## src/rtl/bcd_pkg.sv

```systemverilog
// Shared types and helpers for the round-robin shared binary-to-BCD converter.
package bcd_pkg;

    typedef enum logic [1:0] {
        IDLE,
        CONV,
        DONE
    } state_t;

    typedef logic [3:0] bcd_digit_t;

    // Digits needed to hold any WIDTH-bit value: ceil(width * log10(2)).
    function automatic int unsigned min_digits(input int unsigned width);
        return (width * 30103 + 99999) / 100000;
    endfunction

endpackage

```

## src/rtl/bcd_dabble_step.sv

```systemverilog
// One double-dabble iteration: add-3 correction on every digit, then shift left by one.
module bcd_dabble_step
    import bcd_pkg::*;
#(
    parameter int unsigned DIGITS = 10
) (
    input  logic [4*DIGITS-1:0] bcd,
    input  logic                shift_in,
    output logic [4*DIGITS-1:0] bcd_next,
    output logic                carry_out
);

    logic [4*DIGITS-1:0] adj;

    always_comb begin
        bcd_digit_t dig;
        dig = '0;
        adj = '0;
        for (int unsigned i = 0; i < DIGITS; i++) begin
            dig = bcd[4*i +: 4];
            adj[4*i +: 4] = (dig >= 4'd5) ? dig + 4'd3 : dig;
        end
    end

    // Bit shifted out of the top digit is the 10^DIGITS overflow.
    assign {carry_out, bcd_next} = {adj, shift_in};

endmodule

```

## src/rtl/bcd_conv_sched.sv

```systemverilog
// Round-robin scheduler sharing one iterative double-dabble converter among NREQ requesters.
module bcd_conv_sched
    import bcd_pkg::*;
#(
    parameter  int unsigned NREQ   = 4,
    parameter  int unsigned WIDTH  = 32,
    parameter  int unsigned DIGITS = 10,
    localparam int unsigned IDW    = (NREQ > 1) ? $clog2(NREQ) : 1
) (
    input  logic                    clk,
    input  logic                    rst,
    input  logic [NREQ-1:0]         req_valid,
    output logic [NREQ-1:0]         req_ready,
    input  logic [NREQ*WIDTH-1:0]   req_data,
    output logic                    rsp_valid,
    input  logic                    rsp_ready,
    output logic [4*DIGITS-1:0]     rsp_bcd,
    output logic [IDW-1:0]          rsp_id,
    output logic                    rsp_ovf
);

    localparam int unsigned CW           = (WIDTH > 1) ? $clog2(WIDTH) : 1;
    localparam bit          OVF_POSSIBLE = DIGITS < min_digits(WIDTH);

    state_t              state;
    logic [IDW-1:0]      rr_ptr;
    logic [IDW-1:0]      id_q;
    logic [WIDTH-1:0]    shift_q;
    logic [4*DIGITS-1:0] bcd_q;
    logic [4*DIGITS-1:0] bcd_step;
    logic                carry;
    logic                ovf_q;
    logic                valid_q;
    logic [CW-1:0]       cnt;

    logic [2*NREQ-1:0]   dbl;
    logic [IDW-1:0]      off;
    logic [IDW:0]        sum;
    logic [IDW-1:0]      grant;
    logic                grant_ok;
    logic [WIDTH-1:0]    sel_data;

    // Rotate valids so rr_ptr sits at bit 0, find the first set bit, rotate the index back.
    always_comb begin
        dbl      = {req_valid, req_valid} >> rr_ptr;
        off      = '0;
        grant_ok = 1'b0;
        for (int unsigned k = 0; k < NREQ; k++) begin
            if (!grant_ok && dbl[k]) begin
                grant_ok = 1'b1;
                off      = IDW'(k);
            end
        end
        sum = {1'b0, rr_ptr} + {1'b0, off};
        if (sum >= (IDW+1)'(NREQ)) begin
            sum = sum - (IDW+1)'(NREQ);
        end
        grant = sum[IDW-1:0];
    end

    always_comb begin
        sel_data = '0;
        for (int unsigned k = 0; k < NREQ; k++) begin
            if (grant == IDW'(k)) begin
                sel_data = req_data[k*WIDTH +: WIDTH];
            end
        end
    end

    // Ready is suppressed during reset so no requester believes it was accepted.
    assign req_ready = (state == IDLE && grant_ok && !rst) ? (NREQ'(1) << grant) : '0;

    bcd_dabble_step #(
        .DIGITS(DIGITS)
    ) u_step (
        .bcd      (bcd_q),
        .shift_in (shift_q[WIDTH-1]),
        .bcd_next (bcd_step),
        .carry_out(carry)
    );

    always_ff @(posedge clk or posedge rst) begin
        if (rst) begin
            state   <= IDLE;
            rr_ptr  <= '0;
            id_q    <= '0;
            shift_q <= '0;
            bcd_q   <= '0;
            ovf_q   <= 1'b0;
            valid_q <= 1'b0;
            cnt     <= '0;
        end else begin
            case (state)
                IDLE: begin
                    if (grant_ok) begin
                        shift_q <= sel_data;
                        bcd_q   <= '0;
                        ovf_q   <= 1'b0;
                        cnt     <= CW'(WIDTH - 1);
                        id_q    <= grant;
                        state   <= CONV;
                    end
                end
                CONV: begin
                    shift_q <= shift_q << 1;
                    bcd_q   <= bcd_step;
                    ovf_q   <= ovf_q | carry;
                    if (cnt == '0) begin
                        state   <= DONE;
                        valid_q <= 1'b1;
                    end else begin
                        cnt <= cnt - 1'b1;
                    end
                end
                DONE: begin
                    if (rsp_ready) begin
                        valid_q <= 1'b0;
                        state   <= IDLE;
                        rr_ptr  <= (id_q == IDW'(NREQ - 1)) ? '0 : id_q + 1'b1;
                    end
                end
                default: state <= IDLE;
            endcase
        end
    end

    assign rsp_valid = valid_q;
    assign rsp_bcd   = bcd_q;
    assign rsp_id    = id_q;
    assign rsp_ovf   = OVF_POSSIBLE & ovf_q;

endmodule

```

## config.mk

```make
export PLATFORM = sky130hd
export DESIGN_NAME = bcd_conv_sched
export DESIGN_NICKNAME = d
export VERILOG_FILES = /design/src/rtl/bcd_pkg.sv /design/src/rtl/bcd_dabble_step.sv /design/src/rtl/bcd_conv_sched.sv
export SDC_FILE = /design/constraint.sdc
export NUM_CORES = 1
export LEC_CHECK = 0
export ABC_AREA = 1
export CAP_MARGIN = 20
export CORE_MARGIN = 2
export CORE_UTILIZATION = 50
export CTS_CLUSTER_DIAMETER = 50
export DETAILED_ROUTE_END_ITERATION = 12
export DONT_BUFFER_PORTS = 1
export PLACE_DENSITY = 0.73
export SYNTH_ARGS = -nofsm -noshare
export SYNTH_HDL_FRONTEND = slang
export SYNTH_SLANG_ARGS = --single-unit
```

## constraint.sdc

```tcl
create_clock -name clk -period 7.1 [get_ports clk]
set_clock_uncertainty 0.1 [all_clocks]
set_input_delay 1.065 -clock clk [delete_from_list [all_inputs] [get_ports clk]]
set_output_delay 1.065 -clock clk [all_outputs]
set_load 0.05 [all_outputs]
```

==> metrics.md <==
| Metric | Value |
|---|---|
| Run status | finished, final reports clean |
| Half-perimeter wire length after detailed placement | 9680 um |
| Multi-input combinational cell area | 2790 um2 |
| Most common library cell in the layout ignoring fill and taps | sky130_fd_sc_hd__nand2_1 |
| Portion of synthesized cell area occupied by the leading cell type | 0.363 |
| Slew @ Worst Pin | 1.07 ns |
| Total congestion overflow after global routing | 0 |
| Max-cap violations | 0 |
| Buffer cell driving the clock tree root | sky130_fd_sc_hd__clkbuf_16 |
| Count of inserted antenna diode cells | 0 |
| Cell type with the highest aggregate area in the netlist | sky130_fd_sc_hd__dfrtp_1 |
| Syn Inst Count | between 800 and 900 |
| Syn Area/Cell | around 7 um2 |
| Critical setup path kind | input port to output pin |
| Switching Fraction | 0.515 |
| Number of standard cells in the final layout excluding fillers | between 900 and 1000 |
| Final-layout fill cell count | 1121 |
| Placement row count | 39 |
| Unique masters post-synth | 31 |
| Total of flip-flops plus latches after synthesis | between 80 and 90 |
| Worst min-delay path category | register to register |
| Kind of start point of the critical path | input port |
| Startpoint of the worst-slack reg-to-reg timing path | rr_ptr[0] |
| Share of power burned in registers | 0.412 |
| Worst flop-to-flop path endpoint | shift_q[31] |
| Ratio of cells with drive above 1 in the final layout | 0.0576 |
| Final RePlAce weighted congestion | about 0.86 |
| H-Tree Depth | 3 |
| Routed wire length | roughly 13000 um |
| Relative area change from synthesis to final layout | 5.88% |
| Final Hold Viols | 0 |
| Clock-pin slew reported for the worst setup and hold paths after clock tree synthesis | roughly 0.06 ns |
| Primary flip-flop cell chosen by synthesis mapping | sky130_fd_sc_hd__dfrtp_1 |
| Longest individual stage delay on the worst path | 0.71 ns |
| Setup fix buffers added after clock tree synthesis | 0 |
| Slowest cell on the critical path | sky130_fd_sc_hd__nor2_1 |
| Via count of the first global-routing pass | 4905 |
| Arrival @ worst endpoint | about 3.5 ns |
| Worst slack after detailed placement | around 2.5 ns |
| Maximum VDD drop | 0.000291 V |
| DRT Pass-1 Iters | 4 |
| Total vias in the final route | about 5000 |
| Cells on worst reg2reg path | 18 |
| Total power per unit cell area | ~520 nW/um2 |
| Clock Sink Count | 84 |
| Timing endpoint of the critical path | req_ready[3] |
| First-pass GRT wire length | about 23000 um |
| Final setup fails | 0 |
| Crit path cell chain | nand2_1 -> nand3_1 -> nand2_1 -> nand3_1 -> a21boi_0 -> ha_1 -> xnor2_1 -> nand3_4 -> nand2_4 -> nand2_1 -> nor2_1 |
| Buffers added on ports | 0 |
| Initial drt markers | around 330 |
| Maximum achievable frequency | about 220 MHz |
| Area of all placed cells without fillers | 6120 um2 |
| Crit end category | output pin |
| Internal reg-to-reg setup slack | about 3.9 ns |
| Initial antenna violation count | 0 |
| Post-route setup slack | roughly 2.5 ns |
| Area of the core | between 10000 and 15000 um2 |
| Switching pwr | 1.63 mW |
| Leading cell types in the layout, fill and taps excluded | 179 x sky130_fd_sc_hd__nand2_1, 177 x sky130_fd_sc_hd__inv_1, 91 x sky130_fd_sc_hd__nand3_1 |
| Cell Int Power | approximately 1.5 mW |
| Max_slew headroom | 0.286 |
| Final cycle utilization of the critical path | 0.650 |
| Share of async-settable or async-resettable flops after synthesis | 1.00 |
| Placed Cells | 943 |
| Num CTS Buffers | 9 |
| Start point of the critical path | req_valid[1] |
| Number of nets with antenna violations after routing | 0 |
| Clock tree from TritonCTS | done |
| Total Power | ~3.2 mW |
| Proportion of synthesized chip area in sequential cells | 0.363 |
| Part of the total power dissipated in combinational logic | 0.429 |
| Total DRC errors in the routed layout | 0 |
| Source-to-sink clock delay at the later pin of the worst-skew pair | 0.34 ns |
| Net count of the mapped netlist | a little under 1000 |
| Overall die area | about 12000 um2 |
| Final Max Slew Viols | 0 |
| CP required | between 5 and 6 ns |
| Global routing usage summed across all routing layers | 0.223 |
| Summed negative setup slack over all endpoints | 0 ns |
| Wirelength per Cell | between 10 and 15 um |
| Post-Synthesis Cell Area | roughly 5800 um2 |
| Register Area | 2100 um2 |
| Initial cell density of the core | 0.509 |
| RSZ-0062 raised after global routing | no |
| Number of gates given a new drive strength after cts | 0 |
| Origin of the worst min-delay path | cnt[0] |
| Post-layout net count | 970 |
| Die Width | between 100 and 150 um |
| Largest buffer count on any clock path | 2 |
| Clock group share of total power | 0.159 |
| Largest net degree at the start of global routing | 72 |
| CP dominant cell by count | sky130_fd_sc_hd__nand2_1 |
| Main area contributors after synthesis | sky130_fd_sc_hd__dfrtp_1 36%, sky130_fd_sc_hd__nand2_1 12%, sky130_fd_sc_hd__inv_1 12%, sky130_fd_sc_hd__nand3_1 7.9%, sky130_fd_sc_hd__o21ai_0 6.1% |
| Hold buffers post-CTS | 0 |
| Maximum fanout encountered on the critical timing path | 39 |
| Static leakage | approximately 3.4 nW |
| Number of top-level design ports | 183 |
| Die height | roughly 110 um |
| Post-layout min period | ~4.6 ns |
| Post-Place Cell Area | around 5800 um2 |
| Per-cell via count in the routed design | 5.32 |
| Yosys warns | 0 |
| Post-synth EDFFs | 0 |
-- registers in the layout, summed over array words and instances, names as in the netlist --
name / flops
rr_ptr: 2
rsp_id: 2
cnt: 5
shift_q: 32
state: 2
rsp_bcd: 40
rsp_valid: 1
-- cell families after synthesis --
| family | Yosys count | synth area share |
|---|---|---|
| AND/OR/NAND/NOR | 333 | 0.259 |
| buffers and inverters | 219 | 0.154 |
| AO/OA/AOI/OAI | 159 | 0.154 |
| flip-flops | 84 | 0.363 |
| adder cells (fa/ha/maj) | 24 | 0.0519 |
| XOR/XNOR | 11 | 0.0167 |
| other | 1 | 0.000648 |
-- through the flow --
step,hold WS (ns),util
floorplan,0.340,-
global placement,0.357,0.511
detailed placement,0.364,0.511
CTS,0.371,0.539
global route,0.394,0.539
finish,0.366,0.539
-- power by group through the flow --
stage	registers, mW	clock network (mW)	logic [mW]
3_5_place_dp	1.32	0	1.35
5_1_grt	1.34	0.533	1.61
6_report	1.30	0.503	1.36
2_1_floorplan	1.26	0	1.15
4_1_cts	1.31	0.511	1.36
3_3_place_gp	1.31	0	1.33
-- per-layer routing --
| layer | track usage | wire length [um] | share of wire |
|---|---|---|---|
| met1 | 0.289 | 5980 | 0.45 |
| met2 | 0.379 | 6430 | 0.48 |
| met5 | 0 | 0 | 0 |
| met4 | 0.0609 | 184 | 0.014 |
| met3 | 0.0490 | 817 | 0.061 |
-- area by class of cell --
class,count,area share
timing repair buffer,7,0.00858
clock buffer,11,0.0396
clock inverter,5,0.0123
multi-input combinational,528,0.456
tap,143,0.0292
sequential,84,0.343
inverter,181,0.111
-- worst max-delay path: cells and delay by family --
kind,cells,cell delay (ns)
adders and majority gates,1,0.18
xor gates and xnor gates,1,0.19
and+or+nand+nor,8,1.82
AOI/OAI and AO/OA,1,0.17
-- cells in the mapped netlist, drive strengths merged, types with 10 or more instances --
cell	number
nand2	195
inv	180
o21ai	102
nand3	92
dfrtp	84
o22ai	41
nor2	29
ha	24
buf	20
clkbuf	18
nand4	12
xor2	10
-- worst min path at each step --
stage / endpoint / slack [ns] / cells past startpoint
floorplan: cnt[0] / 0.34 / 1
global placement: cnt[0] / 0.36 / 1
detailed placement: cnt[0] / 0.36 / 1
CTS: cnt[0] / 0.37 / 1
global route: cnt[0] / 0.39 / 1
finish: cnt[0] / 0.37 / 1
(Power assumes the default switching activity.)
